## src/rtl/esc_clk_sequencer.sv

```systemverilog
// esc_clk_sequencer: ordered bring-up and lock supervision of cascaded MMCM/PLL stages.
// Parameters: N_STAGES (1..4), SYNC_STAGES (>=2), RST_PULSE, HOLDOFF, LOCK_TIMEOUT,
// MAX_RETRY (1..15), HB_DIV.
// Ports:
//   clk_125_in  free-running reference clock
//   rst_n       asynchronous active-low reset
//   locked_in   raw asynchronous lock flags, bit k = stage k
//   fault_clr   single-cycle pulse that leaves FAULT
//   stage_rst   active-high reset per stage
//   sys_rst_n   active-low downstream reset, high only in RUN
//   ready       high only in RUN
//   fault       high only in FAULT
//   cur_stage   stage index being brought up
//   retry_cnt   lock timeouts in the current bring-up
//   heartbeat   RUN-only probe toggle
// Build option: define ESC_SEQ_HEARTBEAT_EN to enable the heartbeat counter;
// without it heartbeat is tied low.
module esc_clk_sequencer #(
   parameter int N_STAGES     = 2,
   parameter int SYNC_STAGES  = 2,
   parameter int RST_PULSE    = 16,
   parameter int HOLDOFF      = 63,
   parameter int LOCK_TIMEOUT = 65535,
   parameter int MAX_RETRY    = 3,
   parameter int HB_DIV       = 21
) (
   input  logic                clk_125_in,
   input  logic                rst_n,
   input  logic [N_STAGES-1:0] locked_in,
   input  logic                fault_clr,
   output logic [N_STAGES-1:0] stage_rst,
   output logic                sys_rst_n,
   output logic                ready,
   output logic                fault,
   output logic [1:0]          cur_stage,
   output logic [3:0]          retry_cnt,
   output logic                heartbeat
);
   localparam int CW = $clog2((RST_PULSE > HOLDOFF ? RST_PULSE : HOLDOFF) + 1);
   localparam int TW = $clog2(LOCK_TIMEOUT + 1);
   localparam logic [1:0] LAST = 2'(N_STAGES - 1);
   typedef enum logic [2:0] {PULSE, WAIT, HOLD, RUN, FAULT} state_t;
   state_t state;
   logic [CW-1:0] cnt;
   logic [TW-1:0] timer;
   (* ASYNC_REG = "TRUE" *) logic [SYNC_STAGES-1:0][N_STAGES-1:0] sync_q;
   logic [N_STAGES-1:0] lock_s;
   logic                lock_k, run_loss, up_loss, loss, timeout, to_fault, to_pulse;
   logic [1:0]          run_idx, up_idx, loss_idx, pulse_idx;
   logic [3:0]          retry_nxt;
   always_ff @(posedge clk_125_in or negedge rst_n)
      if (!rst_n)
         sync_q <= '0;
      else
         sync_q <= {sync_q[SYNC_STAGES-2:0], locked_in};
   assign lock_s = sync_q[SYNC_STAGES-1];
   // Descending scan so the lowest unlocked stage wins; up_* only looks below cur_stage.
   always_comb begin
      run_loss = 1'b0;
      run_idx  = '0;
      up_loss  = 1'b0;
      up_idx   = '0;
      for (int j = N_STAGES - 1; j >= 0; j--)
         if (!lock_s[j]) begin
            run_loss = 1'b1;
            run_idx  = 2'(j);
            if (2'(j) < cur_stage) begin
               up_loss = 1'b1;
               up_idx  = 2'(j);
            end
         end
   end
   assign lock_k    = |(lock_s & (N_STAGES'(1) << cur_stage));
   assign loss      = (state == RUN) ? run_loss : (state == WAIT || state == HOLD) && up_loss;
   assign loss_idx  = (state == RUN) ? run_idx : up_idx;
   assign timeout   = state == WAIT && !lock_k && timer == TW'(LOCK_TIMEOUT - 1);
   assign retry_nxt = retry_cnt + 4'd1;
   assign to_fault  = timeout && !loss && retry_nxt >= 4'(MAX_RETRY);
   assign to_pulse  = loss || (timeout && !to_fault);
   assign pulse_idx = loss ? loss_idx : cur_stage;
   always_ff @(posedge clk_125_in or negedge rst_n) begin
      if (!rst_n) begin
         state     <= PULSE;
         cnt       <= '0;
         timer     <= '0;
         stage_rst <= '1;
         sys_rst_n <= 1'b0;
         ready     <= 1'b0;
         fault     <= 1'b0;
         cur_stage <= '0;
         retry_cnt <= '0;
      end else if (to_pulse) begin
         // Stages below the target keep running; the target and everything it clocks restart.
         state     <= PULSE;
         cur_stage <= pulse_idx;
         cnt       <= '0;
         stage_rst <= stage_rst | ({N_STAGES{1'b1}} << pulse_idx);
         sys_rst_n <= 1'b0;
         ready     <= 1'b0;
         retry_cnt <= loss ? retry_cnt : retry_nxt;
      end else if (to_fault) begin
         state     <= FAULT;
         stage_rst <= '1;
         fault     <= 1'b1;
         retry_cnt <= retry_nxt;
      end else begin
         case (state)
            PULSE:
               if (cnt == CW'(RST_PULSE - 1)) begin
                  state     <= WAIT;
                  timer     <= '0;
                  stage_rst <= stage_rst & ~(N_STAGES'(1) << cur_stage);
               end else
                  cnt <= cnt + CW'(1);
            WAIT:
               if (lock_k) begin
                  state <= HOLD;
                  cnt   <= '0;
               end else
                  timer <= timer + TW'(1);
            HOLD:
               if (!lock_k) begin
                  state <= WAIT;
                  timer <= '0;
               end else if (cnt == CW'(HOLDOFF - 1)) begin
                  if (cur_stage == LAST) begin
                     state     <= RUN;
                     sys_rst_n <= 1'b1;
                     ready     <= 1'b1;
                     retry_cnt <= '0;
                  end else begin
                     // Next stage has been held in reset since our PULSE; just release it.
                     state     <= WAIT;
                     timer     <= '0;
                     cur_stage <= cur_stage + 2'd1;
                     stage_rst <= stage_rst & ~(N_STAGES'(2) << cur_stage);
                  end
               end else
                  cnt <= cnt + CW'(1);
            RUN: ;
            FAULT:
               if (fault_clr) begin
                  state     <= PULSE;
                  cur_stage <= '0;
                  cnt       <= '0;
                  retry_cnt <= '0;
                  fault     <= 1'b0;
               end
            default: begin
               state     <= FAULT;
               stage_rst <= '1;
               fault     <= 1'b1;
            end
         endcase
      end
   end
`ifdef ESC_SEQ_HEARTBEAT_EN
   logic [HB_DIV-1:0] hb_cnt;
   always_ff @(posedge clk_125_in or negedge rst_n)
      if (!rst_n) begin
         hb_cnt    <= '0;
         heartbeat <= 1'b0;
      end else if (state == RUN && !loss) begin
         hb_cnt <= hb_cnt + HB_DIV'(1);
         if (&hb_cnt)
            heartbeat <= ~heartbeat;
      end else begin
         hb_cnt    <= '0;
         heartbeat <= 1'b0;
      end
`else
   // HB_DIV is never negative, so this is a constant 0.
   assign heartbeat = (HB_DIV < 0);
`endif
endmodule

```

## config.mk

```make
export PLATFORM = sky130hd
export DESIGN_NAME = esc_clk_sequencer
export DESIGN_NICKNAME = d
export VERILOG_FILES = /design/src/rtl/esc_clk_sequencer.sv
export SDC_FILE = /design/constraint.sdc
export NUM_CORES = 1
export LEC_CHECK = 0
export BUFFER_PORTS_ARGS = -buffer_cell sky130_fd_sc_hd__buf_2
export CAP_MARGIN = 30
export CORE_MARGIN = 2
export CORE_UTILIZATION = 40
export CTS_CLUSTER_DIAMETER = 60
export DETAILED_ROUTE_END_ITERATION = 16
export PLACE_DENSITY_LB_ADDON = 0.3
export SLEW_MARGIN = 30
export SYNTH_ARGS = -nofsm -noshare
export SYNTH_HDL_FRONTEND = slang
export SYNTH_SLANG_ARGS = --single-unit
```

## constraint.sdc

```tcl
create_clock -name clk_125_in -period 2.35 [get_ports clk_125_in]
set_input_delay 0.1175 -clock clk_125_in [delete_from_list [all_inputs] [get_ports clk_125_in]]
set_output_delay 0.1175 -clock clk_125_in [all_outputs]
set_load 0.005 [all_outputs]
```

==> impl_results.md, run 1 <==
- Status: completed
- Setup CP Type: flip-flop to flip-flop
- Htree depth: 2
- Largest net degree at the start of global routing: 40
- # rows: 28
- DP HPWL: 4060 um
- CP Launch Type: flip-flop
- Max Freq: 429 MHz
- Max_slew headroom: between 60% and 70%
- Type of the worst min-delay path: input pin to flip-flop
- CP bufs+invs: 2
- Crit path time final: about 2.3 ns
- # diodes: 0
- CTS buffer count: 5
- Least-Margin Pin Slew: 0.506 ns
- Hold Worst Slack: 0.143 ns
- Dpl cell area: 2640 um^2
- Tot GR Track Use: between 10% and 20%
- Total Routed Length: between 6000 and 7000 um
- Sink Count: 39
- Crit path DAT: 2.51 ns
- Slowest-stage cell, CP: or4_4
- DRC marker count from the first detailed-route iteration: 207
- Clock skew: 0.0103 ns
- Yosys top cell area share: 37.8%
- Drt wl/cell: 15.6 um
- Mapped Nets: 296
- Most used DFF post-synth: dfrtp_1
- Antenna violations before repair: 0
- Syn-to-layout area delta: 18.9%
- Worst-skew pair later-pin latency: 0.30 ns
- Layout fillers: 570
- Pwr per Cell Area: 967 nW/um^2
- Critical Path RT: 2.53 ns
- Worst path top cell family by delay: compound AO/OA/AOI/OAI gates
- Area contributors post-synth: dfrtp_1 (38%), o21ai_0 (6.5%), nand2_1 (4.8%), ha_1 (4.6%), nor2_1 (3.8%)
- Tcrit/Tclk final: roughly 100%
- DP Worst Slack: 0.0527 ns
- Share of layout cells above drive strength 1: 22.8%
- Sequential-to-total area share from yosys stat: 40.0%
- Total Neg Setup Slack: 0 ns
- CTS tree: built
- Design area: 2910 um^2
- Max cap viols: 0
- First-pass GRT wire length: 9940 um
- Ys async rst share: 100%
- Area leader, netlist: dfrtp_1
- Vias in the first global route: 2076
- Setup Viol. Count Final: 0
- CP max FO: 8
- Slew Viols, Final: 0
- Clk root buf: clkbuf_8
- Crit end category: flip-flop
- Post-synth cell types: 60
- Max IR drop VDD: 0.383 mV
- Final-report hold violation count: 0
- Register bit count reported by yosys: 39
- Gate Count Post-Synth: 282
- Gr ovfl total: 0
- Post-synthesis cell area: approximately 2400 um^2
- Fin util: 49.2%
- Placer Congestion: 0.955
- Layout Nets: 329
- Die area: 6760 um^2
- R2r setup slk: 0.02 ns
- Clock-pin slew on the worst setup and hold paths: 0.08 ns
- EDFF count, synth: 0
- Critical Path, Cell by Cell: inv_2 > ha_4 > a22o_4 > o22ai_4 > o2111ai_2 > or4_4 > buf_8 > o21ai_1 > o31ai_1
- Post-Syn Area per Cell: ~8.7 um^2
- Post-route setup slack: between 0.015 and 0.02 ns
- Clock Path Buffers: 2
- TritonRoute pass-1 iters: 4
- Die W: ~82 um
- Port bufs: 15
- Placeable Area: roughly 5900 um^2
- RSZ-0062 raised after global routing: yes
- Io pins: 17
- Die Y: just over 80 um
- Lkg Pwr: approximately 1.3 nW
- Residual DRC: 0
- Worst stage delay on the critical path: 0.58 ns
- Starting Density: 41.3%
- Via-to-Cell Ratio: 5.77
- DRT antenna net count: 0
- Synth warn: 0
- Number of vias in the routed layout: 2257
==> per-layer routing <==
metal  global-route usage (%)  share of wire (%)  vias to the layer above
met4                     4.83               0.82                        0
met2                     31.5                 49                       52
met5                        0                  0                        -
met1                     25.7                 45                     1091
met3                     4.24                4.5                        5
li1                         -                  -                     1109
==> power by group <==
| group | internal (mW) | leakage, nW | switching, mW | total (mW) |
|---|---|---|---|---|
| clock | 0.344 | 0.0612 | 0.250 | 0.594 |
| combinational | 0.589 | 0.700 | 0.753 | 1.34 |
| sequential | 0.764 | 0.512 | 0.115 | 0.879 |
==> cells in the mapped netlist (5+ instances only) <==
| library cell | count |
|---|---|
| nor4_1 | 7 |
| nand4_1 | 6 |
| nor3_1 | 5 |
| inv_1 | 11 |
| a21oi_1 | 7 |
| dfrtp_1 | 37 |
| o31ai_1 | 8 |
| nand3_1 | 15 |
| nor2_1 | 25 |
| nand2_1 | 31 |
| o21ai_1 | 9 |
| a31oi_1 | 7 |
| o21ai_0 | 32 |
| ha_1 | 9 |
| buf_6 | 5 |
| clkbuf_1 | 6 |
==> placed cells by master, fill, tap and decap left out, types with 9 or more instances in the layout <==
| master | instances |
|---|---|
| nor2_1 | 25 |
| inv_1 | 9 |
| o21ai_1 | 11 |
| nand3_1 | 15 |
| o21ai_0 | 27 |
| buf_2 | 14 |
| nand2_1 | 31 |
| dfrtp_1 | 36 |
| buf_4 | 21 |
==> through the flow <==
| step | total power, mW | std cells |
|---|---|---|
| 6_report | 2.82 | 391 |
| 5_1_grt | 3.04 | 391 |
| 4_1_cts | 2.63 | 385 |
| 3_5_place_dp | 2.03 | 374 |
| 3_3_place_gp | 2.02 | 374 |
| 2_1_floorplan | 1.77 | 282 |
==> state kept, by name, indices dropped and copies added, names as in the netlist <==
name / cells
timer: 16
cnt: 6
retry_cnt: 4
state: 3
cur_stage: 2
lock_s: 2
stage_rst: 2
sync_q: 2
fault: 1
ready: 1
==> worst min-delay path, stage by stage <==
cell and delay [ns]:
buf_2 0.12, nand2_1 0.05, nand2_1 0.05, o21ai_0 0.07
==> final cells by class <==
cell class                 instances  area [um^2]  share of cell area [%]
clock buffer                       6         82.6                    2.84
timing repair buffer              40          284                    9.76
clock inverter                     2         35.0                    1.20
multi-input combinational        218         1390                    47.9
tap                               75         93.8                    3.22
inverter                          11         41.3                    1.42
sequential                        39          980                    33.7
==> path summary, 6_finish.rpt <==
path,startpoint,end,cells after the start
setup / recovery,cur_stage[0],timer[4],9
hold / removal,fault_clr,state[2],4
setup reg to reg,cur_stage[0],timer[4],9
hold reg to reg,sync_q[0],lock_s[0],0
max in group asynchronous,rst_n,cur_stage[0],2
min in group asynchronous,rst_n,cnt[3],2
==> timing repair <==
| item | 4_1_cts | 5_1_grt |
|---|---|---|
| hold endpoints to repair | 39 | 0 |
| hold buffers | 3 | 0 |
| setup buffers | 0 | 6 |
| setup endpoints to repair | 0 | 16 |
| resized for setup | 0 | 22 |
==> cell families after synthesis <==
family	count (synthesis)	synth area share (%)
XOR/XNOR	1	0.358
adder cells (fa/ha/maj)	9	4.60
other	1	0.153
AND/OR/NAND/NOR	116	24.7
buffers and inverters	25	5.73
multiplexers	4	1.74
AO/OA/AOI/OAI	87	22.8
flip-flops	39	40.0
Note: power is estimated with default switching activity, not from simulation.
==> inputs of run 2 (changes only) <==
--- a/config.mk
+++ b/config.mk
@@ -10,4 +10,5 @@
 export CORE_MARGIN = 2
 export CORE_UTILIZATION = 40
+export CTS_BUF_LIST = sky130_fd_sc_hd__clkbuf_4
 export CTS_CLUSTER_DIAMETER = 60
 export DETAILED_ROUTE_END_ITERATION = 16
==> constraint.sdc (replaced) <==
create_clock -name clk_125_in -period 2.35 [get_ports clk_125_in]
set_input_delay 0.47 -clock clk_125_in [delete_from_list [all_inputs] [get_ports clk_125_in]]
set_output_delay 0.47 -clock clk_125_in [all_outputs]
set_load 0.005 [all_outputs]
==> run 2 against run 1 <==
Against the previous run:
- non-clock buffer count decreased by 5
- sequential share of layout area increased by 0.66 points
- first-iteration DRC count decreased by 17%
- power decreased by 5.3%
- critical path type unchanged
==> impl_results.md, run 2 (synthesis gave the netlist of run 1 again) <==
- TritonRoute pass-1 iters: 5
- Type of the worst min-delay path: input pin to flip-flop
- Die Y: 82.2 um
- Residual DRC: 0
- Number of vias in the routed layout: 2238
- Layout Nets: 326
- Sink Count: 39
- Worst stage delay on the critical path: 0.59 ns
- CTS tree: built
- Most frequent cells in the layout: dfrtp_1 (36), nand2_1 (31), o21ai_0 (27)
- Clk root buf: clkbuf_4
- Worst-skew pair later-pin latency: 0.36 ns
- Htree depth: 2
- Vias in the first global route: 1999
- Via-to-Cell Ratio: 5.77
- Hold Worst Slack: 0.204 ns
- Critical Path RT: 2.60 ns
- Max Freq: 437 MHz
- Crit path DAT: ~2.5 ns
- CP max FO: 6
- RSZ-0062 raised after global routing: yes
- Antenna violations before repair: 0
- # diodes: 0
- Clock-pin slew on the worst setup and hold paths: roughly 0.12 ns
- Clock Path Buffers: 2
- Io pins: 17
- Top flop regs: timer x16, cnt x6, retry_cnt x4
- Tcrit/Tclk final: 97.5%
- Tot GR Track Use: 18.8%
- Fin util: around half
- Layout fillers: 590
- Largest net degree at the start of global routing: 18
- DP HPWL: ~4200 um
- Largest Register: timer
- Max cap viols: 0
- Syn-to-layout area delta: 16.6%
- Max IR drop VDD: a little under 0.4 mV
- Starting Density: 41.3%
- Die W: just over 80 um
- CTS buffer count: 5
- Setup Viol. Count Final: 0
- Status: completed
- Share of layout cells above drive strength 1: 23.0%
- Critical Path, Cell by Cell: inv_2 > ha_2 > a22o_4 > o22ai_4 > o2111ai_4 > or4_4 > o21ai_1 > o21ai_0
- DRC marker count from the first detailed-route iteration: about 170
- Setup CP Type: flip-flop to flip-flop
- Die area: just under 7000 um^2
- Pwr per Cell Area: approximately 930 nW/um^2
- Slew Viols, Final: 0
- Final-report hold violation count: 0
- Drt wl/cell: approximately 16 um
- Slowest-stage cell, CP: or4_4
- Gr ovfl total: 0
- Worst Hold Depth: 1
- Reg2Reg Depth: 8
- DRT antenna net count: 0
- CP Launch Type: flip-flop
- First-pass GRT wire length: 9730 um
- Crit end category: flip-flop
- Crit path time final: 2.29 ns
- Port bufs: 15
- Max reg flops: 16
- Placer Congestion: 0.921
- Total Routed Length: between 6000 and 7000 um
- Most common cell after layout, fill and taps aside: dfrtp_1
- Placeable Area: just under 6000 um^2
- Lkg Pwr: 1.23 nW
- Clock skew: 0.00972 ns
- # rows: 28
## run 2: final timing paths
check,startpoint,to,slack [ns]
max reg2reg,cur_stage[0],timer[6],0.06
min reg2reg,sync_q[0],lock_s[0],0.36
min in group asynchronous,rst_n,cnt[3],0.48
max,cur_stage[0],timer[6],0.06
min,locked_in[1],sync_q[1],0.20
max in group asynchronous,rst_n,stage_rst[0],1.33
## run 2: stage by stage
stage	total power [mW]	cells	setup slack (ns)	setup TNS [ns]	instance area, um^2
global placement	2.02	376	0.128	0	2660
CTS	2.51	385	0.0127	0	2740
detailed placement	2.04	376	0.0192	0	2660
finish	2.67	388	0.0595	0	2850
global route	2.87	388	-0.0209	-0.105	2850
floorplan	1.77	282	0.0112	0	2450
## run 2: cell type report
type,count,area (um^2),area share (%)
Multi-Input combinational cell,220,1440,50.3
Sequential cell,39,980,34.3
Timing Repair Buffer,35,228,7.98
Tap cell,75,93.8,3.29
Inverter,11,41.3,1.45
Clock inverter,3,38.8,1.36
Clock buffer,5,37.5,1.32
## run 2: power by group
part | switching, mW | internal [mW] | leakage (nW)
clock | 0.237 | 0.219 | 0.0426
sequential | 0.117 | 0.764 | 0.512
combinational | 0.771 | 0.560 | 0.679
## run 2: timing repair
item / CTS / global route
endpoints found under the hold margin: 8 / 0
setup buffers: 0 / 1
gates resized for setup: 0 / 23
endpoints found under the setup margin: 0 / 21
hold buffers: 1 / 0
## run 2: metal layers
metal	up-vias	global-route usage, %	share of wire (%)
met5	-	0	0
met1	1067	25.3	46
met2	48	30.7	49
met3	11	3.04	3.2
met4	0	6.33	1.6
li1	1112	-	-
## run 2: critical path: cells and delay by family, from the launching register on
kind	cells	cell delay, ns
adders and majority gates	1	0.19
and+or+nand+nor	1	0.59
AOI/OAI and AO/OA	5	0.93
buffers and inverters	1	0.05
DFF	1	0.43
==> inputs of run 3 (changes only) <==
--- a/config.mk
+++ b/config.mk
@@ -13,4 +13,5 @@
 export CTS_CLUSTER_DIAMETER = 60
 export DETAILED_ROUTE_END_ITERATION = 16
+export MAX_ROUTING_LAYER = met4
 export PLACE_DENSITY_LB_ADDON = 0.3
 export SLEW_MARGIN = 30
==> constraint.sdc (replaced) <==
create_clock -name clk_125_in -period 2.35 [get_ports clk_125_in]
set_input_delay 0.47 -clock clk_125_in [delete_from_list [all_inputs] [get_ports clk_125_in]]
set_output_delay 0.47 -clock clk_125_in [all_outputs]
set_load 0.05 [all_outputs]
==> run 3 against run 2 <==
Against the previous run:
- clock skew up 0.0067 ns
- die area unchanged
- clock power increased by 2%
- hold slack lost 0.060 ns
- sequential share of layout area increased by 0.44 points
- utilization is 0.55 points lower
- final cell count is 0.77% lower
- routed wire length down 2.8%
- sequential cell count did not move
- critical path depth unchanged
- combinational power rose by 3%
- first-iteration DRC count grew 50%
- highest routed layer unchanged
==> impl_results.md, run 3 (synthesis gave the netlist of run 1 again) <==
- Layout fillers: 580
- Combinational Power Share: 50.5%
- Clock skew: 0.0164 ns
- CTS Hold Bufs: 0
- Starting Density: 41.3%
- Io pins: 17
- Tcrit/Tclk final: 96.9%
- Gr busiest metal: met2
- Share of layout cells above drive strength 1: a little under a quarter
- DRT antenna net count: 0
- CTS buffer count: 5
- Port bufs: 15
- Fin util: 47.7%
- Worst-skew pair later-pin latency: 0.37 ns
- DP HPWL: 4030 um
- Lkg Pwr: 1.22 nW
- Placeable Area: 5920 um^2
- Design area: 2820 um^2
- Vias in the first global route: 1979
- Crit path time final: approximately 2.3 ns
- Residual DRC: 0
- Sink Count: 39
- Most common cell after layout, fill and taps aside: dfrtp_1
- Gr ovfl total: 0
- Clk pwr share: 17.2%
- Clock-pin slew on the worst setup and hold paths: 0.12 ns
- Met1 Track Usage GR: between 20% and 30%
- CP max FO: 8
- Max cap viols: 0
- Setup CP Type: flip-flop to flip-flop
- CTS tree: built
- DRC marker count from the first detailed-route iteration: 256
- Antenna violations before repair: 0
- Die Y: between 80 and 90 um
- Power, Total: 2.72 mW
- # diodes: 0
- Max reg flops: 16
- Most frequent cells in the layout: dfrtp_1 (35), nand2_1 (31), o21ai_0 (27)
- Flop pwr share: between 30% and 40%
- Clk root buf: clkbuf_4
- Hold Worst Slack: between 0.1 and 0.15 ns
- Pwr per Cell Area: between 900 and 1000 nW/um^2
- M2 GR Usage: 28.1%
- Status: completed
- Multi-input logic area: 1420 um^2
- Slew Viols, Final: 0
- Layout Nets: 323
- Tot GR Track Use: 18.9%
- Setup Viol. Count Final: 0
- Max IR drop VDD: between 0.5 and 0.6 mV
- Final-report hold violation count: 0
- Total Routed Length: 5950 um
- Crit path DAT: 2.53 ns
- Max_slew headroom: 62.3%
- Htree depth: 2
- First-pass GRT wire length: 9540 um
- Die area: ~6800 um^2
- Register area: 981 um^2
- Internal power: 1.54 mW
- Via-to-Cell Ratio: 5.88
- Largest Register: timer
- Number of vias in the routed layout: 2263
- # rows: 28
- Top flop regs: timer x16, cnt x6, retry_cnt x4
- Critical Path RT: between 2 and 3 ns
- Placer Congestion: 0.896
- Sw Share: 43.5%
- Clock Path Buffers: 2
- Met3 usage: 3.59%
- Dpl cell area: 2650 um^2
- Type of the worst min-delay path: input pin to asynchronous set/reset pin
- Crit end category: flip-flop
- Die W: about 80 um
- Largest net degree at the start of global routing: 40
- Least-Margin Pin Slew: 0.561 ns
- P_sw: 1.18 mW
- TritonRoute pass-1 iters: 5
- Max Freq: 439 MHz
- Syn-to-layout area delta: 15.3%
- CP Launch Type: flip-flop
- Drt wl/cell: between 15 and 20 um
==> run 3: cell count changes in the layout (fill, tap and decap cells not counted), sizes merged <==
| cell | change |
|---|---|
| buf | -2 |
| clkinv | -1 |
| dlygate4sd3 | -1 |
| inv | +1 |
==> run 3: critical path, stage by stage (launching register included) <==
cell and delay, ns:
dfrtp_2 0.41, inv_2 0.06, ha_2 0.21, a22o_4 0.29, o22ai_4 0.19, o2111ai_4 0.17
or4_4 0.59, o21ai_1 0.16, o31ai_1 0.08
==> run 3: area by class of cell <==
class / instances / area share [%]
tap: 75 / 3.33
sequential: 39 / 34.8
multi-input combinational: 220 / 50.4
clock buffer: 5 / 1.33
timing repair buffer: 32 / 7.18
inverter: 11 / 1.46
clock inverter: 3 / 1.51
==> run 3: through the flow <==
step | setup WS [ns] | cells | TNS, ns
after floorplan | -0.0190 | 282 | -0.0632
after global placement | 0.0872 | 372 | 0
after detailed placement | 0.0693 | 372 | 0
after CTS | 0.0652 | 380 | 0
after global routing | -0.00323 | 385 | -0.00455
final | 0.0720 | 385 | 0
==> run 3: path summary, 6_finish.rpt <==
path | startpoint | to | slack, ns | cells after the start
max | cur_stage[1] | timer[3] | 0.07 | 8
min | rst_n | cur_stage[1] | 0.14 | 2
max reg2reg | cur_stage[1] | timer[3] | 0.07 | 8
min reg2reg | sync_q[0] | lock_s[0] | 0.37 | 0
max in group asynchronous | rst_n | cnt[5] | 1.84 | 2
min in group clk_125_in | locked_in[1] | sync_q[1] | 0.21 | 1
==> run 3: power by group through the flow <==
stage | Clock, mW | Combinational [mW] | Sequential [mW]
after floorplan | 0 | 0.939 | 0.921
after global placement | 0 | 1.22 | 0.888
after detailed placement | 0 | 1.22 | 0.894
after CTS | 0.482 | 1.22 | 0.881
after global routing | 0.516 | 1.50 | 0.900
final | 0.467 | 1.37 | 0.881
==> run 3: per-layer routing <==
layer / vias to the layer above / share of wire (%) / routed length (um)
li1: 1098 / - / -
met3: 15 / 5.2 / 309
met4: 0 / 2.2 / 133
met2: 79 / 46 / 2720
met5: - / 0 / 0
met1: 1071 / 47 / 2780
==> run 3: timing repair <==
action | CTS | global route
hold endpoints to repair | 0 | 0
setup buffers | 0 | 3
endpoints found under the setup margin | 0 | 14
gates resized for setup | 0 | 16
